==> src/rtl/xor_meter_pkg.sv <==
// ---------------------------------------------------------------------------
// xor_meter_pkg
// Shared definitions for the XOR pulse meter: FSM state type and encodings,
// and the minimum synchronizer depth allowed on the asynchronous XOR input.
// ---------------------------------------------------------------------------
package xor_meter_pkg;

    // Minimum number of flops between the asynchronous xor_in and any logic.
    localparam int SYNC_STAGES_MIN = 2;

    typedef enum logic [1:0] {
        ST_IDLE    = 2'd0,
        ST_ARM     = 2'd1,
        ST_MEASURE = 2'd2,
        ST_DONE    = 2'd3
    } meter_state_e;

endpackage : xor_meter_pkg

==> src/rtl/xm_sync.sv <==
// ---------------------------------------------------------------------------
// xm_sync
// N-flop synchronizer for a single asynchronous bit.
//
// Parameters:
//   STAGES : number of flops in the chain (>= 2)
// Ports:
//   clk_i  : destination clock (rising edge)
//   rst_ni : synchronous active-low reset, clears every flop
//   d_i    : asynchronous input
//   q_o    : synchronized output (last flop of the chain)
// ---------------------------------------------------------------------------
module xm_sync #(
    parameter int STAGES = 2
) (
    input  logic clk_i,
    input  logic rst_ni,
    input  logic d_i,
    output logic q_o
);

    logic [STAGES-1:0] sync_q;

    always_ff @(posedge clk_i) begin
        if (!rst_ni) begin
            sync_q <= '0;
        end else begin
            sync_q <= {sync_q[STAGES-2:0], d_i};
        end
    end

    assign q_o = sync_q[STAGES-1];

endmodule : xm_sync

==> src/rtl/xor_pulse_meter.sv <==
// ---------------------------------------------------------------------------
// xor_pulse_meter
// Measures the asynchronous XOR output of a dual inverter-chain stage over a
// programmable window: counts sampled-high cycles and (optionally) rising
// edges of the synchronized signal, with saturating counters and a sticky
// overflow flag. Results are offered through a valid/ready handshake.
//
// Optional feature macro:
//   XOR_METER_EDGE_CNT_EN : when defined, edge_count is implemented; when
//                           undefined, edge_count is tied to 0 and overflow
//                           reflects hi_count only.
//
// Parameters:
//   CNT_W       : width of hi_count / edge_count
//   WIN_W       : width of window_len
//   SYNC_STAGES : synchronizer depth on xor_in (minimum 2)
// Ports:
//   sys_clk      : the only clock, rising edge
//   sys_rst_n    : synchronous active-low reset
//   xor_in       : asynchronous input being measured
//   start        : measurement request, only honoured in IDLE
//   window_len   : window length in sys_clk cycles, captured on start
//   busy         : high while arming or measuring
//   result_valid : result available (DONE)
//   result_ready : consumer accepts the result
//   hi_count     : sampled-high cycles in the window
//   edge_count   : rising edges in the window
//   overflow     : a counter saturated during the window
// ---------------------------------------------------------------------------
module xor_pulse_meter
    import xor_meter_pkg::*;
#(
    parameter int CNT_W       = 16,
    parameter int WIN_W       = 16,
    parameter int SYNC_STAGES = 2
) (
    input  logic             sys_clk,
    input  logic             sys_rst_n,
    input  logic             xor_in,
    input  logic             start,
    input  logic [WIN_W-1:0] window_len,
    output logic             busy,
    output logic             result_valid,
    input  logic             result_ready,
    output logic [CNT_W-1:0] hi_count,
    output logic [CNT_W-1:0] edge_count,
    output logic             overflow
);

    // A too-small depth is clamped up rather than silently accepted.
    localparam int SYNC_N = (SYNC_STAGES < SYNC_STAGES_MIN) ? SYNC_STAGES_MIN : SYNC_STAGES;
    localparam int ARM_W  = $clog2(SYNC_N);
    localparam logic [ARM_W-1:0] ARM_LAST = ARM_W'(SYNC_N - 1);

    // Saturating increment: holds at all-ones.
    function automatic logic [CNT_W-1:0] sat_inc(input logic [CNT_W-1:0] v);
        return (&v) ? v : v + 1'b1;
    endfunction

    logic xs;

    meter_state_e     state_q, state_d;
    logic [WIN_W-1:0] meas_q,  meas_d;   // remaining MEASURE cycles
    logic [ARM_W-1:0] arm_q,   arm_d;    // cycles spent in ARM
    logic [CNT_W-1:0] hi_q,    hi_d;
    logic             ovf_q,   ovf_d;
`ifdef XOR_METER_EDGE_CNT_EN
    logic [CNT_W-1:0] edge_q,  edge_d;
    logic             prev_q,  prev_d;   // xs of the previous cycle
`endif

    xm_sync #(
        .STAGES (SYNC_N)
    ) u_sync (
        .clk_i  (sys_clk),
        .rst_ni (sys_rst_n),
        .d_i    (xor_in),
        .q_o    (xs)
    );

    always_comb begin
        state_d = state_q;
        meas_d  = meas_q;
        arm_d   = arm_q;
        hi_d    = hi_q;
        ovf_d   = ovf_q;
`ifdef XOR_METER_EDGE_CNT_EN
        edge_d  = edge_q;
        prev_d  = prev_q;
`endif
        case (state_q)
            ST_IDLE: begin
                if (start) begin
                    meas_d  = window_len;
                    arm_d   = '0;
                    hi_d    = '0;
                    ovf_d   = 1'b0;
`ifdef XOR_METER_EDGE_CNT_EN
                    edge_d  = '0;
`endif
                    state_d = ST_ARM;
                end
            end
            ST_ARM: begin
                // Flush the synchronizer; the xs seen in the last ARM cycle
                // is the edge reference for the first MEASURE cycle.
                arm_d = arm_q + 1'b1;
`ifdef XOR_METER_EDGE_CNT_EN
                prev_d = xs;
`endif
                if (arm_q == ARM_LAST) begin
                    state_d = (meas_q == '0) ? ST_DONE : ST_MEASURE;
                end
            end
            ST_MEASURE: begin
                meas_d = meas_q - 1'b1;
                if (xs) begin
                    hi_d = sat_inc(hi_q);
                    if (&hi_q) begin
                        ovf_d = 1'b1;
                    end
                end
`ifdef XOR_METER_EDGE_CNT_EN
                prev_d = xs;
                if (xs && !prev_q) begin
                    edge_d = sat_inc(edge_q);
                    if (&edge_q) begin
                        ovf_d = 1'b1;
                    end
                end
`endif
                if (meas_q == WIN_W'(1)) begin
                    state_d = ST_DONE;
                end
            end
            ST_DONE: begin
                if (result_ready) begin
                    state_d = ST_IDLE;
                end
            end
            default: begin
                state_d = ST_IDLE;
            end
        endcase
    end

    always_ff @(posedge sys_clk) begin
        if (!sys_rst_n) begin
            state_q <= ST_IDLE;
            meas_q  <= '0;
            arm_q   <= '0;
            hi_q    <= '0;
            ovf_q   <= 1'b0;
`ifdef XOR_METER_EDGE_CNT_EN
            edge_q  <= '0;
            prev_q  <= 1'b0;
`endif
        end else begin
            state_q <= state_d;
            meas_q  <= meas_d;
            arm_q   <= arm_d;
            hi_q    <= hi_d;
            ovf_q   <= ovf_d;
`ifdef XOR_METER_EDGE_CNT_EN
            edge_q  <= edge_d;
            prev_q  <= prev_d;
`endif
        end
    end

    assign busy         = (state_q == ST_ARM) || (state_q == ST_MEASURE);
    assign result_valid = (state_q == ST_DONE);
    assign hi_count     = hi_q;
    assign overflow     = ovf_q;
`ifdef XOR_METER_EDGE_CNT_EN
    assign edge_count   = edge_q;
`else
    assign edge_count   = '0;
`endif

endmodule : xor_pulse_meter

==> config.mk <==
export PLATFORM = sky130hd
export DESIGN_NAME = xor_pulse_meter
export DESIGN_NICKNAME = d
export VERILOG_FILES = /design/src/rtl/xor_meter_pkg.sv /design/src/rtl/xm_sync.sv /design/src/rtl/xor_pulse_meter.sv
export SDC_FILE = /design/constraint.sdc
export NUM_CORES = 1
export LEC_CHECK = 0
export CORE_UTILIZATION = 45
export CTS_CLUSTER_SIZE = 30
export DETAILED_ROUTE_END_ITERATION = 8
export HOLD_SLACK_MARGIN = 0.03
export PLACE_DENSITY = 0.72
export REMOVE_ABC_BUFFERS = 1
export SETUP_SLACK_MARGIN = 0.02
export SLEW_MARGIN = 40
export SYNTH_ARGS = -nofsm -noshare
export SYNTH_HDL_FRONTEND = slang
export SYNTH_SLANG_ARGS = --single-unit
export TNS_END_PERCENT = 10
==> constraint.sdc <==
create_clock -name sys_clk -period 2.4 [get_ports sys_clk]
set_input_delay 0.24 -clock sys_clk [delete_from_list [all_inputs] [get_ports sys_clk]]
set_output_delay 0.24 -clock sys_clk [all_outputs]
set_load 0.03 [all_outputs]
# == After elaboration in Yosys (flattened, before gate mapping) ==
# Index checks and enable logic that the tools add are counted.
# word_totals
ff_bits,38
input_bits,21
output_inout_bits,35
elab_cells,48
# classes
n_addsub,3
eq_ne,11
n_mux,17
n_reduce_logical,11
# ops
operator,n
16-bit 2-to-1 mux,4
16-bit one-hot mux with 2 select lines,2
"16-bit by 1-bit adder with 16-bit output, second input constant",1
"16-bit by 1-bit == test with 1-bit output, second input constant",1
16-bit logical NOT,1
16-bit AND reduction,1
"16-bit by 1-bit subtractor with 16-bit output, second input constant",1
4-bit AND reduction,3
"2-bit != test, second input constant",5
2-bit 2-to-1 mux,4
2-bit one-hot mux with 4 select lines,1
"2-bit == test, second input constant",2
1-bit 2-to-1 mux,4
"2-bit by 1-bit != test with 1-bit output, second input constant",2
1-bit one-hot mux with 2 select lines,2
2-bit AND reduction,2
2-bit nonzero test,2
"2-bit by 1-bit == test with 1-bit output, second input constant",1
2-bit logical NOT,1
"1-bit adder, second input constant",1
1-bit logical OR,1

# == Logic depth before layout (Yosys ltp) ==
# depth
depth_word,4
ltp_mapped,9
depth_no_buf,6

# == Modules after synthesis ==
# Synthesis repeated with hierarchy kept, for this count alone.
# unflattened
hier_cells,292
area_unflattened_um2,2369.8
# by_module_without_submodules
mod,n_inst,cells_each,area_each_um2,seq_area_each_um2
xor_pulse_meter,1,288,2317.2,720.7
xm_sync,1,4,52.6,40.0

# == Least setup slack after synthesis ==
# No wires, ideal clock.
# synth_timing
path_type,reg-to-reg
start,register state_q[0]
end,"register hi_q[11], in the netlist hi_count[11]"
setup_time_ns,0.072
arrival_time_ns,1.802
t_required_ns,2.328
path_slack_ns,0.526
stages_incl_launch_ff,9
n_path_buf,2
synth_period_minus_slack_ns,1.874
path_cell_list,dfxtp_1 -> inv_1 -> ha_1 -> buf_4 -> mux2_4 -> buf_4 -> nand4_4 -> a2111oi_2 -> mux2i_1
# synth_via
elab_chain_cells,3
word_cells_on_any_way,8
cone_classes,eq/ne: 4; mux: 1; reduce/logical: 3
# synth_lines
item,line,rtl
from (decl),xor_pulse_meter.sv:62,"meter_state_e state_q, state_d;"
from (signal assigned),xor_pulse_meter.sv:159,state_q <= state_d;
2-bit == test or 2-bit logical NOT (tied branches),xor_pulse_meter.sv:91,case (state_q)
2-bit by 1-bit != test with 1-bit output (no line) (tied with other cells),-,
4-bit AND reduction (no line),-,
to (signal assigned),xor_pulse_meter.sv:162,hi_q <= hi_d;
to (decl),xor_pulse_meter.sv:65,"logic [CNT_W-1:0] hi_q, hi_d;"
# Parallel ways exist; a longest one is shown, timed or not.
# A chain may end at the register's enable or synchronous reset.

# == Worst setup path in the final report ==
# layout_timing
start,register state_q[0]
end,output port busy
# layout_via
elab_chain_cells,2
word_cells_on_any_way,3
cone_classes,eq/ne: 2; reduce/logical: 1
# layout_lines
item,line,rtl
2-bit by 1-bit == test with 1-bit output or 2-bit == test (tied branches),xor_pulse_meter.sv:171,assign busy = (state_q == ST_ARM) || (state_q == ST_MEASURE);
1-bit logical OR (*),xor_pulse_meter.sv:171,
to (decl),xor_pulse_meter.sv:42,"output logic busy,"
# Every way passes the cells marked *; elsewhere a longest branch is shown, timed or not.

==> Implementation_results.wiki <==
{| class="wikitable"
! Metric !! Value
|-
| Clock Tree Buf Depth || 2
|-
| Overall die height || between 70 and 80 um
|-
| Core Util, Final || ~58%
|-
| Mapped cell area || around 0.0025 sq mm
|-
| NetSw || around 1.3 mW
|-
| Total power per unit cell area || a little under 1000 mW/mm^2
|-
| Total overflow reported by the global router || 0
|-
| Number of CTS-inserted buffers || 5
|-
| Most common cell after layout, fill and taps aside || clkdlybuf4s50_1
|-
| Fraction of layout instances using a drive strength above 1 || 9.091%
|-
| Synthesized area per cell || 8.357 sq um
|-
| Kind of cell with the highest combined delay on the critical path || buffers and inverters
|-
| YS warnings || 0
|-
| Clk pin slew, worst setup/hold paths || 0.08 ns
|-
| Die Area || ~0.0059 sq mm
|-
| Fin crit share || a little over four fifths
|-
| Final setup violating endpoints || 0
|-
| Final worst hold slack || approximately 0.44 ns
|-
| Diode insertion count for antenna repair || 0
|-
| Remaining DRCs || 0
|-
| Number of maximum-capacitance constraint violations || 0
|-
| Worst Tran Pin Value || 0.7132 ns
|-
| Fill cell total of the finished layout || around 480
|-
| Synthesized flop and latch total || 38
|-
| Internal Power || about 1.6 mW
|-
| Kind of end point of the critical path || primary output
|-
| Global placement routability congestion || between 0.8 and 0.9
|-
| Number of vias per cell after detailed routing || between 5 and 6
|-
| Synthesized instance count || ~300
|-
| Initial core utilization || roughly half
|-
| Area growth from synthesis to layout || 20.28%
|-
| Combinational Power Share || between 50% and 60%
|-
| Num Clock Sinks || 38
|-
| Setup slack after layout || 0.3958 ns
|-
| Number of resized instances in the post-cts repair step || 0
|-
| Commonest cells after routing, fill and taps aside || clkdlybuf4s50_1 (39), dfxtp_1 (38), nand2_1 (29), a21oi_1 (19), conb_1 (16)
|-
| Worst max-slew margin expressed relative to the limit || between 50% and 60%
|-
| Maximum VDD drop || around 0.0007 V
|-
| Synth top area cells || dfxtp_1 (30%), mux2i_1 (5.6%), buf_4 (5.4%)
|-
| Number of optimization iterations in the first detailed-route pass || 4
|-
| Clock power frac || 18.6%
|-
| Library cells used by synthesis || 56
|-
| Insertion delay of the later-clocked pin in the worst-skew pair || around 0.30 ns
|-
| Count of routing violations after the opening detailed-route iteration || about 100
|-
| Static leakage power || between 1 and 1.5 nW
|-
| Horizontal die dimension || ~77 um
|-
| Maximum number of pins on one net before global-route repair || 28
|-
| Setup total negative slack || 0 ns
|-
| Post-route ant nets || 0
|-
| Detailed-route wire length per cell || approximately 14 um
|-
| Cell type contributing the most total cell area after synthesis || dfxtp_1
|-
| Post-placement setup slack || 0.4048 ns
|-
| CTS Hold Bufs || 0
|-
| CTS tree || yes
|-
| Most used flip-flop cell after synthesis || dfxtp_1
|-
| Highest net fanout along the worst path || 4
|-
| Minimum clock period after layout || around 2.0 ns
|-
| Cell type of the slowest stage on the worst timing path || clkdlybuf4s50_1
|-
| Share of the yosys chip area belonging to registers || 30.14%
|-
| CP cell instances || inv_1 > ha_1 > clkdlybuf4s50_1
|-
| Required time of the worst setup path || between 2 and 2.5 ns
|-
| Setup repair after global routing missed its margin || no
|-
| Cell row count || 26
|-
| Combined buffer and inverter count along the critical path || 2
|-
| Post-CTS Setup Inserts || 0
|-
| Sequential power share || 31.0%
|-
| Number of global-route vias before repair || just over 2000
|-
| Async SR Flop Fraction || 0%
|-
| Proportion of total power due to net switching || 43.82%
|-
| Class of the worst hold path || reg2reg
|-
| GR Util All Layers || between 20% and 30%
|-
| Global-route wire length before repair || between 9000 and 10000 um
|-
| Routed via count || ~2300
|-
| Slowest Stage Delay on Critical Path || approximately 0.67 ns
|-
| Cell at the root of the clock tree || clkbuf_8
|-
| Result of the run || complete, no violations
|-
| Area share of the largest cell type after synthesis || around 30%
|-
| Number of antenna violations at the first check in global routing || 0
|-
| Number of flops mapped to enable cells by yosys || 0
|-
| Number of buffers added on ports || 39
|-
| DP HPWL || 4188 um
|-
| Setup clock skew after layout || around 0.0080 ns
|-
| Post-layout nets || ~370
|-
| Number of top-level design ports || 56
|-
| Fmax || 499.0 MHz
|-
| Final WL || between 5000 and 6000 um
|-
| Number of hold violations in the final report || 0
|-
| Category of the critical setup timing path || reg2out
|-
| Placeable core area || between 0.005 and 0.006 sq mm
|-
| H-tree level count || 2
|-
| Startpoint class of the critical path || register
|-
| Worst EP arrival || between 1.5 and 2 ns
|-
| Setup slack of the most critical reg-to-reg path || around 0.40 ns
|-
| Max-slew violation count || 0
|}
logic make-up (layout without fill, tap and decap cells):
logic type | count (synthesis) | count (layout) | share of synthesized area [%]
AND/OR/NAND/NOR | 115 | 115 | 27.62
AO/OA/AOI/OAI | 81 | 81 | 22.66
buffers and inverters | 45 | 69 | 9.817
flip-flops | 38 | 38 | 30.14
multiplexers | 15 | 15 | 6.147
adder cells (fa/ha/maj) | 7 | 7 | 3.470
other | 1 | 16 | 0.1486
sequential cells by signal, summed over array words and instances, names as in the netlist:
name	cells
hi_count	16
meas_q	16
state_q	2
u_sync.sync_q	2
arm_q	1
overflow	1
worst register-to-register path, delay by kind of cell, from the launching register on:
kind                     cells  cell delay (ns)
AND/OR/NAND/NOR              3             0.97
flip-flops                   1             0.39
adder cells (fa/ha/maj)      1             0.31
AO/OA/AOI/OAI                1             0.17
buffers and inverters        1             0.10
through the flow:
step / cell area (sq um) / cells / total power, mW
2_1_floorplan: 2381 / 285 / 1.924
3_3_place_gp: 2927 / 403 / 2.365
3_5_place_dp: 2927 / 403 / 2.389
4_1_cts: 3035 / 411 / 2.943
5_1_grt: 3035 / 411 / 3.135
6_report: 3035 / 411 / 2.930
layer usage:
metal	vias to the layer above	track usage (%)	share of wire (%)
met5	-	0	0
met4	0	8.269	1.6
met3	8	3.810	4.3
met2	63	33.39	49
met1	1068	25.72	45
li1	1173	-	-
worst paths after layout:
kind,from,endpoint,depth (start not counted)
worst min-delay path,u_sync.sync_q[0],u_sync.sync_q[1],1
worst min register to register,u_sync.sync_q[0],u_sync.sync_q[1],1
worst max-delay path,state_q[0],busy,3
worst max register to register,state_q[0],hi_count[14],6
cell type report:
class / count / area, sq um / area share (%)
Multi-Input combinational cell: 234 / 1572 / 51.77
Sequential cell: 38 / 760.7 / 25.06
Timing Repair Buffer: 48 / 457.9 / 15.09
Tap cell: 70 / 87.58 / 2.885
Clock buffer: 5 / 68.82 / 2.267
Inverter: 13 / 48.80 / 1.608
Clock inverter: 3 / 40.04 / 1.319
cell usage after synthesis (all sizes together), types with 2 or more instances:
| master | instances |
|---|---|
| a2111oi | 3 |
| a211oi | 5 |
| a21boi | 4 |
| a21oi | 19 |
| a31oi | 2 |
| a41oi | 2 |
| and2 | 5 |
| and4 | 3 |
| buf | 21 |
| clkbuf | 11 |
| dfxtp | 38 |
| ha | 7 |
| inv | 13 |
| mux2i | 14 |
| nand2 | 29 |
| nand2b | 10 |
| nand3 | 12 |
| nand3b | 2 |
| nand4 | 9 |
| nand4b | 3 |
| nor2 | 10 |
| nor2b | 5 |
| nor3 | 8 |
| nor4 | 6 |
| o211ai | 4 |
| o21a | 5 |
| o21ai | 14 |
| o221a | 2 |
| o221ai | 4 |
| o22ai | 2 |
| o311a | 3 |
| o31ai | 5 |
| o41ai | 3 |
| or3 | 3 |
| or4 | 5 |
power groups by stage:
stage               registers [mW]  clock network (mW)  logic [mW]
global placement             0.914                   0        1.45
global route                 0.925               0.584        1.63
floorplan                    0.887                   0        1.04
CTS                          0.904               0.560        1.48
finish                       0.908               0.544        1.48
detailed placement           0.917                   0        1.47
Note: power is estimated with default switching activity, not from simulation.
